### config.mk
export PLATFORM = sky130hd
export DESIGN_NAME = mac_engine
export DESIGN_NICKNAME = d
export VERILOG_FILES = /design/src/rtl/mac_pkg.sv /design/src/rtl/mac_lane_mult.sv /design/src/rtl/mac_engine.sv
export SDC_FILE = /design/constraint.sdc
export NUM_CORES = 1
export LEC_CHECK = 0
export CAP_MARGIN = 20
export CORE_MARGIN = 2
export CORE_UTILIZATION = 35
export CTS_CLUSTER_DIAMETER = 100
export DETAILED_ROUTE_END_ITERATION = 7
export MAX_ROUTING_LAYER = met4
export PLACE_DENSITY = 0.58
export SLEW_MARGIN = 15
export SYNTH_ARGS = -nofsm -noshare
export SYNTH_HDL_FRONTEND = slang
export SYNTH_SLANG_ARGS = --single-unit
### constraint.sdc
create_clock -name clk -period 8.4 [get_ports clk]
set_clock_uncertainty 0.05 [all_clocks]
set_input_delay 2.52 -clock clk [delete_from_list [all_inputs] [get_ports clk]]
set_output_delay 2.52 -clock clk [all_outputs]
set_load 0.01 [all_outputs]
### src/rtl/mac_pkg.sv
// mac_pkg: shared definitions for the mac_engine block.
//   - mac_state_e : FSM state encoding (IDLE / RUN / DONE)
//   - LANES       : default number of weight/data lanes per dot product
//   - W_BITS      : weight width per lane (2-bit two's complement, -2..+1)
//   - D_BITS      : activation width per lane (8-bit unsigned)
//   - PROD_W      : width of one signed lane product
//   - ACC_W       : default signed accumulator / result width
package mac_pkg;

    localparam int LANES  = 16;
    localparam int W_BITS = 2;
    localparam int D_BITS = 8;
    localparam int PROD_W = W_BITS + D_BITS;
    localparam int ACC_W  = 16;

    typedef enum logic [1:0] {
        ST_IDLE = 2'd0,
        ST_RUN  = 2'd1,
        ST_DONE = 2'd2
    } mac_state_e;

endpackage

### src/rtl/mac_lane_mult.sv
// mac_lane_mult: combinational product of one signed 2-bit weight and one
// unsigned 8-bit activation.
// Ports:
//   w : input  [1:0]  weight, two's complement (-2..+1)
//   d : input  [7:0]  activation, unsigned (0..255)
//   p : output [9:0]  signed product (-510..+255)
module mac_lane_mult
    import mac_pkg::*;
(
    input  logic [W_BITS-1:0] w,
    input  logic [D_BITS-1:0] d,
    output logic [PROD_W-1:0] p
);

    logic signed [PROD_W-1:0] w_ext_s;
    logic signed [PROD_W-1:0] d_ext_s;

    // Extend both operands to the product width (weight signed, data unsigned)
    // so the multiply is a plain same-width signed operation.
    always_comb begin
        w_ext_s = {{(PROD_W-W_BITS){w[W_BITS-1]}}, w};
        d_ext_s = {{(PROD_W-D_BITS){1'b0}}, d};
        p       = w_ext_s * d_ext_s;
    end

endmodule

### src/rtl/mac_engine.sv
// mac_engine: sequential dot-product engine. On start it captures all lane
// weights and activations, then accumulates one lane product per clock for
// LANES cycles and presents the signed sum until the consumer acknowledges it.
// Ports:
//   clk, rst      : clock; synchronous active-high reset
//   clear         : synchronous abort back to IDLE (beats start / result_ack)
//   start         : begin a dot product over weights/data (IDLE or DONE+ack)
//   weights[2N-1:0]: lane i weight at [2i+1:2i], two's complement
//   data[8N-1:0]  : lane i activation at [8i+7:8i], unsigned
//   busy          : high while accumulating (RUN)
//   result_valid  : high while result is presented (DONE)
//   result        : registered signed dot product
//   result_ack    : consumer accepts result (only acted on in DONE)
// Build option: define MAC_ENGINE_RELU_EN to clamp negative results to zero.
module mac_engine #(
    parameter int LANES = mac_pkg::LANES,
    parameter int ACC_W = mac_pkg::ACC_W
) (
    input  logic                             clk,
    input  logic                             rst,
    input  logic                             clear,
    input  logic                             start,
    input  logic [mac_pkg::W_BITS*LANES-1:0] weights,
    input  logic [mac_pkg::D_BITS*LANES-1:0] data,
    output logic                             busy,
    output logic                             result_valid,
    output logic [ACC_W-1:0]                 result,
    input  logic                             result_ack
);

    import mac_pkg::*;

    localparam int IDX_W = (LANES > 1) ? $clog2(LANES) : 1;
    localparam logic [IDX_W-1:0] LAST_IDX = IDX_W'(LANES - 1);

    mac_state_e                 state_r;
    mac_state_e                 state_nxt_s;
    logic                       load_s;
    logic [IDX_W-1:0]           idx_r;
    logic [ACC_W-1:0]           acc_r;
    logic [W_BITS*LANES-1:0]    w_op_r;
    logic [D_BITS*LANES-1:0]    d_op_r;
    logic [ACC_W-1:0]           result_r;
    logic                       busy_r;
    logic                       result_valid_r;

    logic [W_BITS-1:0]          w_lane_s [LANES];
    logic [D_BITS-1:0]          d_lane_s [LANES];
    logic [W_BITS-1:0]          w_sel_s;
    logic [D_BITS-1:0]          d_sel_s;
    logic [PROD_W-1:0]          prod_s;
    logic [ACC_W-1:0]           acc_sum_s;
    logic [ACC_W-1:0]           result_nxt_s;

    // Split the captured operand words into per-lane fields.
    for (genvar g = 0; g < LANES; g++) begin : g_lane
        assign w_lane_s[g] = w_op_r[g*W_BITS +: W_BITS];
        assign d_lane_s[g] = d_op_r[g*D_BITS +: D_BITS];
    end

    // Lane selection muxes driven by the running lane index.
    always_comb begin
        w_sel_s = w_lane_s[idx_r];
        d_sel_s = d_lane_s[idx_r];
    end

    mac_lane_mult u_mult (
        .w (w_sel_s),
        .d (d_sel_s),
        .p (prod_s)
    );

    // Accumulate the sign-extended lane product; the sum range fits ACC_W.
    always_comb begin
        acc_sum_s = acc_r + {{(ACC_W-PROD_W){prod_s[PROD_W-1]}}, prod_s};
    end

`ifdef MAC_ENGINE_RELU_EN
    // Clamp a negative final sum to zero.
    always_comb begin
        if (acc_sum_s[ACC_W-1]) begin
            result_nxt_s = {ACC_W{1'b0}};
        end else begin
            result_nxt_s = acc_sum_s;
        end
    end
`else
    // Final sum is presented unmodified.
    always_comb begin
        result_nxt_s = acc_sum_s;
    end
`endif

    // FSM state register.
    always_ff @(posedge clk) begin
        if (rst) begin
            state_r <= ST_IDLE;
        end else begin
            state_r <= state_nxt_s;
        end
    end

    // Next-state logic; load_s marks the edge that captures fresh operands.
    always_comb begin
        state_nxt_s = state_r;
        load_s      = 1'b0;
        if (clear) begin
            state_nxt_s = ST_IDLE;
        end else begin
            case (state_r)
                ST_IDLE: begin
                    if (start) begin
                        state_nxt_s = ST_RUN;
                        load_s      = 1'b1;
                    end else begin
                        state_nxt_s = ST_IDLE;
                    end
                end
                ST_RUN: begin
                    if (idx_r == LAST_IDX) begin
                        state_nxt_s = ST_DONE;
                    end else begin
                        state_nxt_s = ST_RUN;
                    end
                end
                ST_DONE: begin
                    if (result_ack) begin
                        if (start) begin
                            state_nxt_s = ST_RUN;
                            load_s      = 1'b1;
                        end else begin
                            state_nxt_s = ST_IDLE;
                        end
                    end else begin
                        state_nxt_s = ST_DONE;
                    end
                end
                default: begin
                    state_nxt_s = ST_IDLE;
                end
            endcase
        end
    end

    // Datapath: operand capture, accumulation, registered status and result.
    always_ff @(posedge clk) begin
        if (rst) begin
            idx_r          <= {IDX_W{1'b0}};
            acc_r          <= {ACC_W{1'b0}};
            w_op_r         <= {(W_BITS*LANES){1'b0}};
            d_op_r         <= {(D_BITS*LANES){1'b0}};
            result_r       <= {ACC_W{1'b0}};
            busy_r         <= 1'b0;
            result_valid_r <= 1'b0;
        end else begin
            busy_r         <= (state_nxt_s == ST_RUN);
            result_valid_r <= (state_nxt_s == ST_DONE);
            if (clear) begin
                idx_r    <= {IDX_W{1'b0}};
                acc_r    <= {ACC_W{1'b0}};
                result_r <= {ACC_W{1'b0}};
            end else if (load_s) begin
                w_op_r <= weights;
                d_op_r <= data;
                idx_r  <= {IDX_W{1'b0}};
                acc_r  <= {ACC_W{1'b0}};
            end else if (state_r == ST_RUN) begin
                acc_r <= acc_sum_s;
                if (idx_r == LAST_IDX) begin
                    idx_r    <= {IDX_W{1'b0}};
                    result_r <= result_nxt_s;
                end else begin
                    idx_r <= idx_r + {{(IDX_W-1){1'b0}}, 1'b1};
                end
            end
        end
    end

    assign busy         = busy_r;
    assign result_valid = result_valid_r;
    assign result       = result_r;

endmodule

After elaboration in Yosys (flattened, before gate mapping)

Cells that the tools add are included.

Multipliers: 1
Shifts and indexed selects: 0
Multiplexer cells: 16
Divide/modulo/power cells: 0
Bitwise operators: 3
Magnitude comparators: 1
Reductions and logical operators: 5
Add/sub/neg operators: 2
Equality and inequality tests: 5

Operators with widths:

| cell                                                     | number |
|---|---|
| binary-select mux 8 bit (select 4 bit)                   | 1 |
| adder 16 bit                                             | 1 |
| 2-to-1 mux 8 bit                                         | 2 |
| multiplier 2 x 9 -> 10 bit                               | 1 |
| 2-to-1 mux 2 bit                                         | 5 |
| binary-select mux 2 bit (select 4 bit)                   | 1 |
| case mux 2 bit (3 select lines)                          | 1 |
| greater-or-equal comparator 5 bit, second input constant | 1 |
| inverter 4 -> 5 bit                                      | 1 |
| adder 4 x 1 -> 4 bit, second input constant              | 1 |
| equality test 2 x 1 -> 1 bit, second input constant      | 2 |
| equality test 2 bit, second input constant               | 2 |
| equality test 4 bit, second input constant               | 1 |
| 2-to-1 mux 1 bit                                         | 4 |
| 2-to-1 mux 4 bit                                         | 1 |
| AND reduction 3 bit                                      | 1 |
| OR reduction 3 bit                                       | 1 |
| logical NOT 2 bit                                        | 1 |
| inverter 1 bit                                           | 2 |
| case mux 1 bit (2 select lines)                          | 1 |
| AND reduction 2 bit                                      | 1 |
| OR reduction 2 bit                                       | 1 |

Input bits: 165
ROM bits: 0
Latch bits: 0
Memories: 0
Output and inout bits: 18
Logic and storage cells: 41
Flip-flop bits (word level): 200
Bits in writable memories: 0

Longest topological paths before layout

Word-level depth: 6
Gate-level depth with buffers: 27

Hierarchy

From an unflattened synthesis, not the netlist that was laid out.

Cell total of the unflattened synthesis: 1124
Area total of the unflattened synthesis: 9382.7 sq um

Modules (own cells, without submodules):

| module        | cells each | times used | area an instance (sq um) | sequential area each (sq um) |
|---|---|---|---|---|
| mac_engine    | 1061       | 1          | 8878.5                   | 4003.8 |
| mac_lane_mult | 63         | 1          | 504.2                    | 0.0 |

Worst setup path before layout

No wires, ideal clock.

Path type: flip-flop to flip-flop
Start point: register idx_r[0]
End point: register acc_r[15]
Buffers on the path: 2
Slack: 2.681 ns
Setup time: 0.070 ns
Clock period less this slack: 5.719 ns
Stages on the path, launching flop included: 21
Data arrival time: 5.599 ns
Data required time: 8.280 ns
Cell sequence: dfxtp_1 -> buf_4 -> buf_1 -> mux4_2 -> mux2_2 -> a21oi_1 -> nor2b_1 -> ha_1 -> ha_1 -> a21oi_1 -> nor2b_1 -> o31a_1 -> o41ai_2 -> xor2_1 -> ha_1 -> a21o_1 -> a2111oi_0 -> a32oi_1 -> xnor3_1 -> or3_1 -> a21oi_1

Word-level cells in the longest chain between the ends: 6
Elaborated cells on any way between the ends: 9
Those cells by class: add/sub: 1; mul: 1; mux: 6; bitwise: 1

RTL lines:

| element                                                                                          | line                               | text |
|---|---|---|
| start: declaration                                                                               | mac_engine.sv:39                   | `logic [IDX_W-1:0] idx_r;` |
| start signal: assignment                                                                         | mac_engine.sv:148                  | `idx_r <= {IDX_W{1'b0}};` |
| start signal: assignment                                                                         | mac_engine.sv:159                  | `idx_r <= {IDX_W{1'b0}};` |
| start signal: assignment                                                                         | mac_engine.sv:165                  | `idx_r <= {IDX_W{1'b0}};` |
| inverter 4 -> 5 bit (implied by the code) *                                                      | mac_engine.sv:63, mac_engine.sv:64 |  |
| binary-select mux 2 bit (select 4 bit) or binary-select mux 8 bit (select 4 bit) (tied branches) | mac_engine.sv:63, mac_engine.sv:64 |  |
| 2-to-1 mux 2 bit (implied by the code) or 2-to-1 mux 8 bit (tied branches) (2 in series)         | mac_engine.sv:63, mac_engine.sv:64 |  |
| multiplier 2 x 9 -> 10 bit *                                                                     | mac_lane_mult.sv:23                | `p = w_ext_s * d_ext_s;` |
| adder 16 bit *                                                                                   | mac_engine.sv:75                   | `acc_sum_s = acc_r + {{(ACC_W-PROD_W){prod_s[PROD_W-1]}}, prod_s};` |
| end signal: assignment                                                                           | mac_engine.sv:149                  | `acc_r <= {ACC_W{1'b0}};` |
| end signal: assignment                                                                           | mac_engine.sv:160                  | `acc_r <= {ACC_W{1'b0}};` |
| end signal: assignment                                                                           | mac_engine.sv:166                  | `acc_r <= {ACC_W{1'b0}};` |
| end: declaration                                                                                 | mac_engine.sv:40                   | `logic [ACC_W-1:0] acc_r;` |

Mark *: on every way between the ends. The rest lies on a longest branch, timed or not. The select of a mux whose other input is x is not followed.
A chain may end at the register's enable or synchronous reset.

Final worst setup path

Same ends and word-level chain as after synthesis.

==> metrics.md <==
| Metric | Value |
|---|---|
| Status | completed |
| Slew Limit Fails | 0 |
| Final core utilization | 45.8% |
| Critical-path cell list | mux4_2 > mux2_2 > a21oi_1 > nor2_1 > ha_1 > ha_1 > a21oi_1 > nor2b_1 > o31a_1 > o41ai_2 > xor2_1 > ha_1 > a21o_1 > a2111oi_0 > a32oi_1 > xnor3_1 > or3_1 > a21oi_1 |
| Final Hold Vio Count | 0 |
| Critical path's largest stage delay | 0.75 ns |
| Port bufs | 182 |
| Sequential share of the synthesized area | 43.0% |
| Clk Latency, worst-skew pair | 0.44 ns |
| CP top delay family | compound AO/OA/AOI/OAI gates |
| Synthesized Nets | 1312 |
| Reg-to-Reg End | acc_r[15] |
| Asr flop ratio synth | 0% |
| DIE HEIGHT | 167 um |
| Mapped Area | 9300 um2 |
| Post-place setup slack | 1.97 ns |
| Post-synth EDFFs | 0 |
| CTS tree | yes |
| Rows | 59 |
| Via count | 8010 |
| Worst path arrival time | 6.67 ns |
| Primary FF master, synth | dfxtp_1 |
| Hold Worst Slack | 0.404 ns |
| Placed Area | 11300 um2 |
| Unrepaired setup endpoints after global routing | no |
| Pre-Repair DR Iteration Count | 5 |
| Mapped Avg Cell Area | 8.35 um2 |
| VDD IR-drop max | 0.000125 V |
| Resized cells post-CTS | 0 |
| Initial antenna violation count | 0 |
| Slowest cell on crit path | dfxtp_4 |
| Synth cell types | 48 |
| Worst Path Buf+Inv | 0 |
| CTS Root Cell | clkbuf_16 |
| PD cells | 178 nW/um2 |
| Synth top area cells | dfxtp_1 43%, nand2_1 15%, a21oi_1 11% |
| Pin count of the biggest net entering global routing | 96 |
| Die width | 167 um |
| Setup CP Type | register to register |
| Crit path time final | 6.37 ns |
| Worst Hold Class | register to register |
| Routed WL | 26600 um |
| Share of the synthesized area in the top cell type | 43.0% |
| Die ar. | 27900 um2 |
| First-pass GRT wire length | 42300 um |
| Post-Syn Instances | 1114 |
| FF-to-FF path depth | 18 |
| Core area | 26100 um2 |
| Design Area, Final | 11900 um2 |
| Final worst-path setup slack | 2.03 ns |
| Vias in the first global route | 7899 |
| Worst-path fanout max | 32 |
| 1st-iter DRT viols | 685 |
| Leakage | 4.29 nW |
| Initial core utilization | 35.7% |
| Layout cells sized above 1 | 7.98% |
| Setup bufs post-CTS | 0 |
| Vias/cell | 5.04 |
| Post-DRT Antenna Nets | 0 |
| Worst-margin pin slew | 1.06 ns |
| Final clock period utilization by the worst path | 75.8% |
| WL/cell | 16.8 um |
| Startpoint types | register |
| Leading area contributor after synthesis | dfxtp_1 |
| Clock net sink count | 200 |
| Filler instances | 2572 |
| Total track usage | 19.7% |
| Required @ worst endpoint | 8.70 ns |
| Setup TNS | 0 ns |
| Hold_sp | w_op_r[5] |
| Final GP Congestion | 0.839 |
| H-tree Lvls | 4 |
| Overall power | 2.12 mW |
| Dpl cells | 1556 |
| Flop-to-flop setup slack | 2.03 ns |
| Non-filler cells, final | 1588 |
| Commonest non-fill, non-tap cells in the layout | 373 x nand2_1, 208 x a21oi_1, 197 x dfxtp_1, 181 x clkdlybuf4s50_1, 40 x mux4_2 |
| Layout Area Growth over Synthesis | 28.2% |
| Register bit total from synthesis | 200 |
| Most common cell after layout, fill and taps aside | nand2_1 |
| # diodes | 0 |
| Drt drc | 0 |
| Fmax | 157 MHz |
| RR Startpoint | idx_r[0] |
| Max transition margin | 29.2% |
| Hold path depth | 2 |
| Total of max-cap violations | 0 |
| GR Overflow Total | 0 |
| Hold path endpoint | w_op_r[5] |
| Crit. Startpoint | idx_r[0] |
| Final nets | 1438 |
| Io pins | 183 |
| Inserted Clock Buffers | 17 |
| Longest Clk Path Bufs | 2 |
| HPWL after detailed placement | 18900 um |
| Synth warn | 0 |
| Hold_buf cts | 0 |
| CP endpoint kind | register |
| Setup violations, final | 0 |
| Clk slew on worst S/H paths | 0.07 ns |
[power by group]
| part | switching (mW) | leakage, nW | internal [mW] |
|---|---|---|---|
| Sequential | 0.0211 | 1.63 | 0.984 |
| Clock | 0.403 | 0.301 | 0.483 |
| Combinational | 0.112 | 2.36 | 0.119 |
[state kept, by name, summed over array words and instances (netlist names)]
register      cells
d_op_r          128
w_op_r           32
acc_r            16
result           16
idx_r             4
state_r           2
busy              1
result_valid      1
[logic make-up after synthesis]
| group | after synthesis | share of synthesized area, % |
|---|---|---|
| muxes | 61 | 12.1 |
| xor gates and xnor gates | 17 | 1.90 |
| adders and majority gates | 33 | 4.68 |
| buffers and inverters | 91 | 3.75 |
| and+or+nand+nor | 464 | 20.1 |
| DFF | 200 | 43.0 |
| AOI/OAI and AO/OA | 248 | 14.4 |
[layer usage]
metal  track usage (%)  part of all wire (%)  vias to the layer above
li1                  -                     -                     4046
met1              25.9                    46                     3781
met2              31.7                    48                      160
met3              3.02                   3.7                       23
met4              5.43                   1.7                        0
met5                 -                     0                        -
[cells in the mapped netlist (all sizes together) (2+ instances only)]
| cell type | count |
|---|---|
| dfxtp | 200 |
| xnor3 | 2 |
| ha | 30 |
| and2 | 2 |
| or4 | 6 |
| nand3b | 2 |
| a21oi | 208 |
| xor2 | 5 |
| o21ai | 9 |
| o21bai | 3 |
| inv | 10 |
| nand2 | 373 |
| mux2 | 9 |
| clkbuf | 67 |
| or2 | 4 |
| buf | 14 |
| nand2b | 4 |
| o21a | 2 |
| nand3 | 13 |
| nor2 | 37 |
| a211oi | 6 |
| mux4 | 40 |
| fa | 3 |
| mux2i | 12 |
| or3 | 2 |
| xnor2 | 10 |
| nor2b | 9 |
| nand4 | 9 |
| a21o | 6 |
[tightest hold or removal path: stages (launching register included)]
cell,delay [ns]
dfxtp_1,0.31
nand2_1,0.05
a21oi_1,0.05
[worst max path at each step]
stage | end | slack (ns) | depth (start not counted)
after global routing | acc_r[15] | 1.48 | 18
final | acc_r[15] | 2.03 | 18
after CTS | acc_r[15] | 1.93 | 18
after global placement | acc_r[15] | 2.02 | 18
after detailed placement | acc_r[15] | 1.97 | 18
after floorplan | acc_r[15] | 2.68 | 20
[final cells by class]
type | count | area (um2) | area share, %
multi-input cells | 823 | 4960 | 41.6
clock inverters | 15 | 206 | 1.73
repair buffers | 188 | 1860 | 15.6
flip-flops and latches | 200 | 4010 | 33.6
well taps | 335 | 419 | 3.52
inverters | 10 | 37.5 | 0.315
clock buffers | 17 | 425 | 3.57
(Power assumes the default switching activity.)
==> patch, RTL diff (same flow settings) <==
Re-encode `mac_state_e` (3 states) as one-hot, 3 bits wide.
--- a/src/rtl/mac_pkg.sv
+++ b/src/rtl/mac_pkg.sv
@@ -13,10 +13,10 @@
     localparam int PROD_W = W_BITS + D_BITS;
     localparam int ACC_W  = 16;
 
-    typedef enum logic [1:0] {
-        ST_IDLE = 2'd0,
-        ST_RUN  = 2'd1,
-        ST_DONE = 2'd2
+    typedef enum logic [2:0] {
+        ST_IDLE = 3'b001,
+        ST_RUN  = 3'b010,
+        ST_DONE = 3'b100
     } mac_state_e;
 
 endpackage
Formal check against the unedited RTL: same outputs for any inputs over 10 cycles, from zero or initial values and one cycle with rst high; not proved beyond that.
==> patch against the unedited design <==
Synthesized cell count is 0.99% higher. Sequential share of layout area is 0.43 points lower. Non-clock buffer count is 1 higher. Core utilization is 0.56 points higher. Global-route usage is 1.0 points lower. Setup slack better by 0.10 ns. Design area is 1.8% higher. Sequential cell count is 1 higher. Count of clock-buffer cells in the layout is 10 higher. Clock power is 17% higher. Critical path depth stayed put. Total power is 7.1% higher. Routed wire length is 2.8% lower. Synthesized area is 0.77% higher.
==> patch: results (changes against the unedited design) <==
cts_htree_levels: 1  # -3
synthTopCellsByArea: "dfxtp_1 43%, nand2_1 15%, a21oi_1 11%, mux4_2 9.4%, ha_1 4.0%"
nFlopsAndLatches: 201  # +0.50%
synthMuxAreaShare_pct: 12.28  # +0.22 points
first_global_vias: 7826  # -0.92%
multi_input_area_sq_mm: 0.004981  # +0.40%
p_leak_nw: 4.375  # +2.0%
drt_iter0_markers: 591  # -14%
inverters_excl_clock: 13  # +3
final_nets: 1457  # +1.3%
clk_latency_ns: 0.52  # +0.08 ns
top_regs: "d_op_r x128, w_op_r x32"
min_from: "d_op_r[39]"
grt_util_met2_pct: 29.73  # -1.9 points
vias: 8162  # +1.9%
route.met3.wl_um: 1329  # +35%
coreArea_sq_mm: 0.02621  # +0.57%
synthAdderAreaFrac_pct: 4.646  # -0.036 points
num-nonclk-buffers: 189  # +0.53%
drive_gt1_share_pct: 8.235  # +0.25 points
syn_inst: 1125  # +0.99%
slew_headroom_pct: 31.73  # +2.6 points
routedWlPerCell_um: 16.08  # -4.1%
multi_input_comb_cells: 831  # +0.97%
seq_share_pct: 33.20  # -0.43 points
worstPathMaxFanout: 45  # +41%
grt_use_total_pct: 18.69  # -1.0 points
place_area_sq_mm: 0.01135  # +0.52%
wl_met2_um: 12070  # -5.9%
cts_made_buffers: 23  # +6
clockBufferCount: 27  # +10
synth_common_cells: "376 x nand2_1, 210 x a21oi_1, 201 x dfxtp_1, 57 x clkbuf_1, 39 x mux4_2"
grt_pass1_wl_um: 41480  # -2.1%
min_period_ns: 6.269  # -0.1006 ns
synth_fp_nets: 1323  # +0.84%
use_met1_pct: 25.81  # -0.093 points
clockBufferDepth: 3  # +1
holdPathEnd: "d_op_r[39]"
wl_met1_um: 12150  # -1.8%
yosysUniqueCellTypes: 51  # +6.3%
io_buffers: 182  # unchanged
clkCellAreaFrac_pct: 6.494  # +1.2 points
fin_cells: 1610  # +1.4%
synth_xor_xnor_area_share_pct: 1.775  # -0.12 points
final_util_pct: 46.32  # +0.56 points
nFillCells: 2585  # +0.51%
synth-compound-area-share_pct: 14.88  # +0.45 points
seq_area_frac_synth_pct: 42.93  # -0.11 points
status: "finished, final reports clean"
dp_hpwl_um: 18310  # -3.3%
arrival_ns: 6.62  # -0.05 ns
use_met3_pct: 2.789  # -0.23 points
grt_max_degree: 97  # +1.0%
nonClkBufAreaFrac_pct: 15.42  # -0.22 points
irDropWorstVdd_v: 0.0001096  # -12%
finalHoldWorstSlack_ns: 0.3994  # -0.004262 ns
gp_congestion: 0.8317  # -0.89%
yosys_warnings: 0  # unchanged
==> patch: changes by cell type after synthesis, moves of 3 or more <==
cell      delta
buf_2       +11
clkbuf_1    -10
nand3_1      -9
nor3_1       +8
nand4_1      -6
or4_1        -6
o21ai_0      +4
xor2_1       +4
buf_1        -3
inv_1        +3
nand2_1      +3
o21a_1       +3
==> patch: critical path: stages, from the launching register on <==
cell and delay [ns]:
dfxtp_4 0.92, mux4_1 0.65, mux2_2 0.29, a21oi_1 0.56, nor2_1 0.12, ha_1 0.31, ha_1 0.32, inv_1 0.07
o21a_1 0.21, o21a_1 0.23, nor3_1 0.36, nor2_1 0.22, ha_1 0.39, a21o_1 0.18, a21oi_1 0.12, o21ai_0 0.15
o21ai_0 0.37, mux2i_1 0.25, mux2_1 0.33
==> patch: report_power, final <==
group	internal (mW)	total (mW)	switching (mW)
combinational	0.116	0.223	0.108
sequential	0.990	1.01	0.0194
clock	0.624	1.04	0.415
